==> config.mk <==
export PLATFORM = sky130hd
export DESIGN_NAME = pipe_stage_elastic_reg
export DESIGN_NICKNAME = d
export VERILOG_FILES = /design/src/rtl/pipe_stage_elastic_reg.sv
export SDC_FILE = /design/constraint.sdc
export NUM_CORES = 1
export LEC_CHECK = 0
export ABC_AREA = 1
export BUFFER_PORTS_ARGS = -buffer_cell sky130_fd_sc_hd__buf_2
export CAP_MARGIN = 10
export CORE_ASPECT_RATIO = 0.9
export CORE_MARGIN = 2
export CORE_UTILIZATION = 25
export CTS_BUF_LIST = sky130_fd_sc_hd__clkbuf_16
export DETAILED_ROUTE_END_ITERATION = 10
export PLACE_DENSITY = 0.53
export SLEW_MARGIN = 15
export SYNTH_ARGS = -nofsm -noshare
export SYNTH_HDL_FRONTEND = slang
export SYNTH_SLANG_ARGS = --single-unit
==> constraint.sdc <==
create_clock -name clk -period 1.65 [get_ports clk]
set_clock_uncertainty 0.15 [all_clocks]
set_input_delay 0.0825 -clock clk [delete_from_list [all_inputs] [get_ports clk]]
set_output_delay 0.0825 -clock clk [all_outputs]
set_load 0.01 [all_outputs]
==> src/rtl/pipe_stage_elastic_reg.sv <==
// Generic elastic pipeline stage: data + control payload under valid/ready.
// SKID=0 gives a single entry with a combinational in_ready.
// SKID=1 gives a head + skid pair with a registered in_ready, so the
// stage runs at full throughput without a combinational path from
// out_ready back to in_ready.
// flush empties the stage and kills any input handshaking in the same cycle.
// stall_cnt counts back-pressured cycles for hazard-unit debug.
module pipe_stage_elastic_reg #(
    parameter int DATA_W = 32,
    parameter int CTRL_W = 8,
    parameter int SKID   = 1,
    parameter int CNT_W  = 16
) (
    input  logic              clk,
    input  logic              rst,
    input  logic              in_valid,
    output logic              in_ready,
    input  logic [DATA_W-1:0] in_data,
    input  logic [CTRL_W-1:0] in_ctrl,
    input  logic              flush,
    output logic              out_valid,
    input  logic              out_ready,
    output logic [DATA_W-1:0] out_data,
    output logic [CTRL_W-1:0] out_ctrl,
    output logic [1:0]        occupancy,
    output logic [CNT_W-1:0]  stall_cnt
);

    // State value equals the number of held entries.
    // With SKID=0, ST_TWO is never reached.
    typedef enum logic [1:0] {
        ST_EMPTY = 2'd0,
        ST_ONE   = 2'd1,
        ST_TWO   = 2'd2
    } state_t;

    state_t             state_q, state_d;
    logic [DATA_W-1:0]  head_data_q, head_data_d;
    logic [CTRL_W-1:0]  head_ctrl_q, head_ctrl_d;
    logic [DATA_W-1:0]  skid_data_q, skid_data_d;
    logic [CTRL_W-1:0]  skid_ctrl_q, skid_ctrl_d;
    logic               in_ready_q, in_ready_d;
    logic [CNT_W-1:0]   stall_cnt_q, stall_cnt_d;
    logic               in_fire;
    logic               out_fire;

    // State, payload and counter registers; reset empties the stage.
    always_ff @(posedge clk or negedge rst) begin
        if (!rst) begin
            state_q     <= ST_EMPTY;
            head_data_q <= '0;
            head_ctrl_q <= '0;
            skid_data_q <= '0;
            skid_ctrl_q <= '0;
            in_ready_q  <= 1'b1;
            stall_cnt_q <= '0;
        end else begin
            state_q     <= state_d;
            head_data_q <= head_data_d;
            head_ctrl_q <= head_ctrl_d;
            skid_data_q <= skid_data_d;
            skid_ctrl_q <= skid_ctrl_d;
            in_ready_q  <= in_ready_d;
            stall_cnt_q <= stall_cnt_d;
        end
    end

    // Next state and payload movement; flush overrides every other event.
    always_comb begin
        state_d     = state_q;
        head_data_d = head_data_q;
        head_ctrl_d = head_ctrl_q;
        skid_data_d = skid_data_q;
        skid_ctrl_d = skid_ctrl_q;
        if (flush) begin
            state_d     = ST_EMPTY;
            head_ctrl_d = '0;
            skid_ctrl_d = '0;
        end else begin
            case (state_q)
                ST_EMPTY: begin
                    if (in_fire) begin
                        state_d     = ST_ONE;
                        head_data_d = in_data;
                        head_ctrl_d = in_ctrl;
                    end
                end
                ST_ONE: begin
                    if (in_fire && out_fire) begin
                        // Head leaves and the new word takes its place.
                        head_data_d = in_data;
                        head_ctrl_d = in_ctrl;
                    end else if (in_fire && (SKID != 0)) begin
                        // Downstream stalled: park the new word behind the head.
                        state_d     = ST_TWO;
                        skid_data_d = in_data;
                        skid_ctrl_d = in_ctrl;
                    end else if (out_fire) begin
                        state_d = ST_EMPTY;
                    end
                end
                ST_TWO: begin
                    if (out_fire) begin
                        state_d     = ST_ONE;
                        head_data_d = skid_data_q;
                        head_ctrl_d = skid_ctrl_q;
                    end
                end
                default: state_d = ST_EMPTY;
            endcase
        end
        // The registered ready simply mirrors "not full" for the next cycle.
        in_ready_d = (state_d != ST_TWO);
    end

    // Saturating count of cycles in which a valid head was back-pressured.
    always_comb begin
        stall_cnt_d = stall_cnt_q;
        if (out_valid && !out_ready && (stall_cnt_q != {CNT_W{1'b1}})) begin
            stall_cnt_d = stall_cnt_q + CNT_W'(1);
        end
    end

    // Outputs and handshake decode; control is gated so bubbles never write.
    always_comb begin
        out_valid = (state_q != ST_EMPTY);
        if (SKID != 0) begin
            in_ready = in_ready_q;
        end else begin
            in_ready = !out_valid || out_ready;
        end
        in_fire   = in_valid && in_ready;
        out_fire  = out_valid && out_ready;
        out_data  = head_data_q;
        out_ctrl  = out_valid ? head_ctrl_q : '0;
        occupancy = state_q;
        stall_cnt = stall_cnt_q;
    end

endmodule

### Yosys cells after proc, flatten, opt, wreduce, memory -nomap -nowiden

Index checks and enable logic that the tools add are counted.
Widths: inputs -> output; s select.

* bitwise gates (word level): 2
* order comparisons: 0
* add/sub/neg operators: 1
* shift operators: 0
* divide/modulo/power cells: 0
* reduce and logical (&&, ||, !) cells: 16
* multiply operators: 0
* muxes and demuxes: 20
* eq/ne operators: 11

Operator list (count)
* $mux 32: 3
* $pmux 32 s3: 1
* $mux 8: 8
* $pmux 8 s3: 1
* $add 16x1->16 const B: 1
* $ne 16x16->1 const B: 1
* $mux 2: 6
* $ne 2x2->1 const B: 5
* $ne 3x3->1 const B: 3
* $reduce_and 4->1: 2
* $pmux 2 s3: 1
* $reduce_bool 2->1: 3
* $logic_and 1x1->1: 5
* $reduce_and 5->1: 1
* $reduce_bool 4->1: 1
* $reduce_and 3->1: 1
* $reduce_bool 3->1: 1
* $eq 2x1->1 const B: 1
* $eq 2x2->1 const B: 1
* $logic_not 2->1: 1
* $not 1->1: 2
* $logic_not 1->1: 1

* latch bits: 0
* output and inout port bits: 60
* ROM bits: 0
* memories kept: 0
* bits in writable memories: 0
* register bits: 99
* input port bits: 45
* logic and storage cells: 57

### Depth between registers and ports, before layout

* word-level depth: 8
* mapped depth: 9
* depth with buffers taken out: 9

### Least setup slack after synthesis

OpenSTA, ideal clock, no wires.

* path kind: register -> register
* start point: register stall_cnt_q[0], in the netlist stall_cnt[0]
* end point: register stall_cnt_q[10], in the netlist stall_cnt[10]
* path slack: -73 ps
* arrival time: 1457 ps
* clock period less this slack: 1723 ps
* library setup time: 116 ps
* cell stages (with the launch flop): 10
* cell sequence: dfrtp_1 -> ha_1 -> nand3_2 -> clkinv_1 -> nand2_2 -> o21ai_4 -> inv_2 -> buf_6 -> nand2_1 -> nand2_1

* word-level cells in the longest chain between the ends: 2

RTL lines
* start, declared: RTL line 43 `logic [CNT_W-1:0] stall_cnt_q, stall_cnt_d;`
* start signal, assigned: RTL line 64 `stall_cnt_q <= stall_cnt_d;`
* branches (longest 2 deep; another with $add 16x1->16)

Parallel ways; which one is timed is not known.
A chain may end at the register's enable or synchronous reset.

### Final worst setup path

* start point: register state_q[1], in the netlist occupancy[1]
* end point: register skid_data_q[23]

* word-level cells in the longest chain between the ends: 5

RTL lines
* start, declared: RTL line 37 `state_t state_q, state_d;`
* start signal, assigned: RTL line 58 `state_q <= state_d;`
* $reduce_bool 2->1: RTL line 126 `out_valid = (state_q != ST_EMPTY);`
* $logic_and 1x1->1: RTL line 133 `out_fire = out_valid && out_ready;`
* $logic_and 1x1->1: RTL line 89 `if (in_fire && out_fire) begin`
* $not 1->1 (no source line)
* $reduce_and 4->1 (no source line) *
* end signal, assigned: RTL line 61 `skid_data_q <= skid_data_d;`
* end, declared: RTL line 40 `logic [DATA_W-1:0] skid_data_q, skid_data_d;`

Every way passes the cells marked *; elsewhere a longest branch is shown, timed or not.

==> impl_results.md <==
- Net Count, Synth: around 630
- Post-route setup slack: -23.4 ps
- Initial drt markers: 224
- Avg Cell Area, Syn: 8.41 sq um
- Initial Util: 0.256
- Vias in the first global route: roughly 4400
- Psw: around 0.0022 W
- Buffers added on ports: 104
- Residual DRC: 0
- Routed Antenna Nets: 0
- Cell Rows: 48
- Clk Latency, worst-skew pair: 350 ps
- Synth async-reset ratio: 1.00
- Setup Viol. Count Final: 15
- Top-count cell post-synth: nand2_1
- Die Ht: 137 um
- WL final: ~15 mm
- Met1 WL: 7.22 mm
- WS Path Type: reg -> reg
- Worst path slowest cell: dfrtp_2
- Final hold violation count: 0
- Synth cell types: 28
- Post-placement cell area: 0.00600 sq mm
- LEAKAGE: approximately 3.6 nW
- Gr ovfl total: 0
- Origin of the critical flop-to-flop path: occupancy[1]$_DFF_PN0_
- Largest net degree at the start of global routing: 39
- HP Class: in -> reg
- Setup TNS: -221 ps
- Synth Cell Area: 0.00494 sq mm
- DP HPWL: 9.70 mm
- Final Instance Area: ~0.0073 sq mm
- Clock sink count: 99
- Clk pwr share: 0.288
- Final cycle utilization of the critical path: 1.01
- Crit-path cells: buf_6 -> nor3_4 -> nand2_4 -> inv_6 -> nand2_8 -> clkbuf_16 -> nand2_4 -> o21ai_2
- Leading area contributor after synthesis: dfrtp_1
- Ranking of synthesized cells by area: dfrtp_1 50%, nand2_1 15%, o21ai_2 4.1%
- CTS tree: built
- Crit path top cell by count: nand2_4
- Reg area: roughly 0.0025 sq mm
- Reg2reg end: skid_data_q[23]$_DFFE_PN0P_
- WHS Path Cells: 3
- Synth Flop Type: dfrtp_1
- Vias per cell: 4.42
- Max stage delay on crit path: 470 ps
- Routability cong.: ~0.78
- Ant diodes: 0
- Yosys warning total: 0
- Num CTS Buffers: 9
- Failing checks: negative setup slack
- Area Overhead vs Synth: 47.2%
- Max-cap viol count: 0
- Via count: 4559
- Sw Ratio: 0.316
- Maximum clock frequency: around 600 MHz
- Arrival @ worst endpoint: 1760 ps
- Core Area: between 0.015 and 0.02 sq mm
- Top Metal Used: met4
- EDFF count, synth: 0
- Hold Path End: out_data[13]$_DFFE_PN0P_
- Initial antenna violation count: 0
- Sequential element share of the synthesized area: 0.502
- Reg2reg setup slack: -20 ps
- Met3 wire len: 708 um
- R2R depth: 8
- Fin cells: 1031
- Number of fill cells in the layout: a little under 2000
- Layout net count: 822
- Crit start category: flop
- Slew at the pin closest to its max-slew limit: 382 ps
- Met2 WL post-DR: 6.99 mm
- Max clock buf depth: 2
- Int Pwr: 0.00471 W
- Sequential power share: 0.467
- Multi-input logic area: 0.00230 sq mm
- Post-Place Worst Slack: 24.5 ps
- Max-slew violation count: 0
- DP Cell Count: between 900 and 1000
- Synth top area share: 0.497
- CP Max Fanout: 8
- Status: finished, violations left
- CP required: 1740 ps
- Routed length per instance: 14.6 um
- First-pass DRT Iterations: 6
- Global-route wire length before repair: 22.8 mm
- Synth cell count leaders: 191 x nand2_1, 98 x dfrtp_1, 47 x nor2_1
- Post-Synthesis Cells: 587
- RSZ-0062 raised after global routing: yes
- Slew HR: 0.746
- P per Cell Area: approximately 950 mW/mm^2
- Die area: roughly 0.021 sq mm
- Die width: 152 um
- H-Tree Depth: 3
- Share of layout cells above drive strength 1: 0.362
- FF+latch count, synth: 99
- Comb pwr share: 0.245
- CTS clk-pin slew, worst paths: around 70 ps
- Hold Startpoint: flush
- Root Driver: clkbuf_16
- Min Tclk post-route: 1670 ps
- CP Capture Type: flop
- IO Pins: 105
- GRT Util Overall: 0.137
- Maximum VDD drop: 0.000452 V
[layout by cell type, fill, tap and decap left out, types with 20 or more instances in the layout]
master         synthesis  final
a21oi_1               23     23
buf_2                 10    103
buf_4                  2     32
dfrtp_1               98     94
dlygate4sd3_1          0     42
inv_1                 42     43
nand2_1              191    155
nand2_2                3     20
nand2_4                3     21
nand3_1               33     33
nor2_1                47     45
o21ai_0               39     32
o21ai_2               23     22
[layer usage]
layer / vias up / track usage
met5: - / 0
met4: 0 / 0.0296
met3: 9 / 0.0359
met1: 2196 / 0.189
met2: 96 / 0.217
li1: 2258 / -
[critical path, delay by kind of cell, from the launching register on]
kind | cells | cell delay [ps]
DFF | 1 | 470
buffers and inverters | 3 | 450
and+or+nand+nor | 4 | 440
AOI/OAI and AO/OA | 1 | 40
[through the flow]
step	utilization	power [W]	hold slack (ps)
2_1_floorplan	-	0.00393	-363
3_3_place_gp	0.311	0.00454	-122
3_5_place_dp	0.311	0.00458	-121
4_1_cts	0.348	0.00667	27.5
5_1_grt	0.377	0.00732	55.5
6_report	0.377	0.00689	19.3
[layout make-up]
| type | instances | share of cell area |
|---|---|---|
| Sequential cell | 99 | 0.342 |
| Clock inverter | 7 | 0.00602 |
| Multi-Input combinational cell | 410 | 0.317 |
| Timing Repair inverter | 1 | 0.000861 |
| Clock buffer | 9 | 0.0310 |
| Inverter | 48 | 0.0269 |
| Tap cell | 250 | 0.0430 |
| Timing Repair Buffer | 207 | 0.234 |
[how the worst max path moves through the flow]
stage,to,slack (ps),from,depth (start not counted)
CTS,head_ctrl_q[4]$_DFFE_PN0P_,2,in_ready$_DFF_PN1_,7
detailed placement,out_data[6]$_DFFE_PN0P_,20,in_ready$_DFF_PN1_,6
global route,skid_data_q[17]$_DFFE_PN0P_,-90,occupancy[1]$_DFF_PN0_,8
floorplan,stall_cnt[10]$_DFFE_PN0P_,5,stall_cnt[1]$_DFFE_PN0P_,9
global placement,head_ctrl_q[7]$_DFFE_PN0P_,20,occupancy[1]$_DFF_PN0_,5
finish,skid_data_q[23]$_DFFE_PN0P_,-20,occupancy[1]$_DFF_PN0_,8
[timing repair]
| item | 4_1_cts | 5_1_grt |
|---|---|---|
| hold buffers | 42 | 0 |
| buffers inserted | 1 | 12 |
| gates cloned | 0 | 10 |
| pin swaps | 1 | 8 |
| setup endpoints to repair | 13 | 85 |
| endpoints found under the hold margin | 181 | 0 |
| resized for setup | 3 | 95 |
[kinds of logic after synthesis]
kind of cell / Yosys count / share of synthesized area
AOI/OAI and AO/OA: 95 / 0.118
muxes: 17 / 0.0388
buffers and inverters: 78 / 0.0788
adders and majority gates: 1 / 0.00253
xor gates and xnor gates: 7 / 0.0124
and+or+nand+nor: 290 / 0.247
DFF: 99 / 0.502
[power by group through the flow]
stage / Sequential, W / Combinational, W / Clock [W]
final: 0.00322 / 0.00169 / 0.00199
after global routing: 0.00327 / 0.00190 / 0.00215
after CTS: 0.00313 / 0.00149 / 0.00205
after detailed placement: 0.00317 / 0.00140 / 0
after global placement: 0.00317 / 0.00137 / 0
after floorplan: 0.00323 / 0.000695 / 0
[flip-flops by register name, summed over array words and instances, names as in the netlist]
register     cells
head_ctrl_q      8
in_ready         1
occupancy        2
out_data        32
skid_ctrl_q      8
skid_data_q     32
stall_cnt       16
Power figures use the tool's default switching activity.
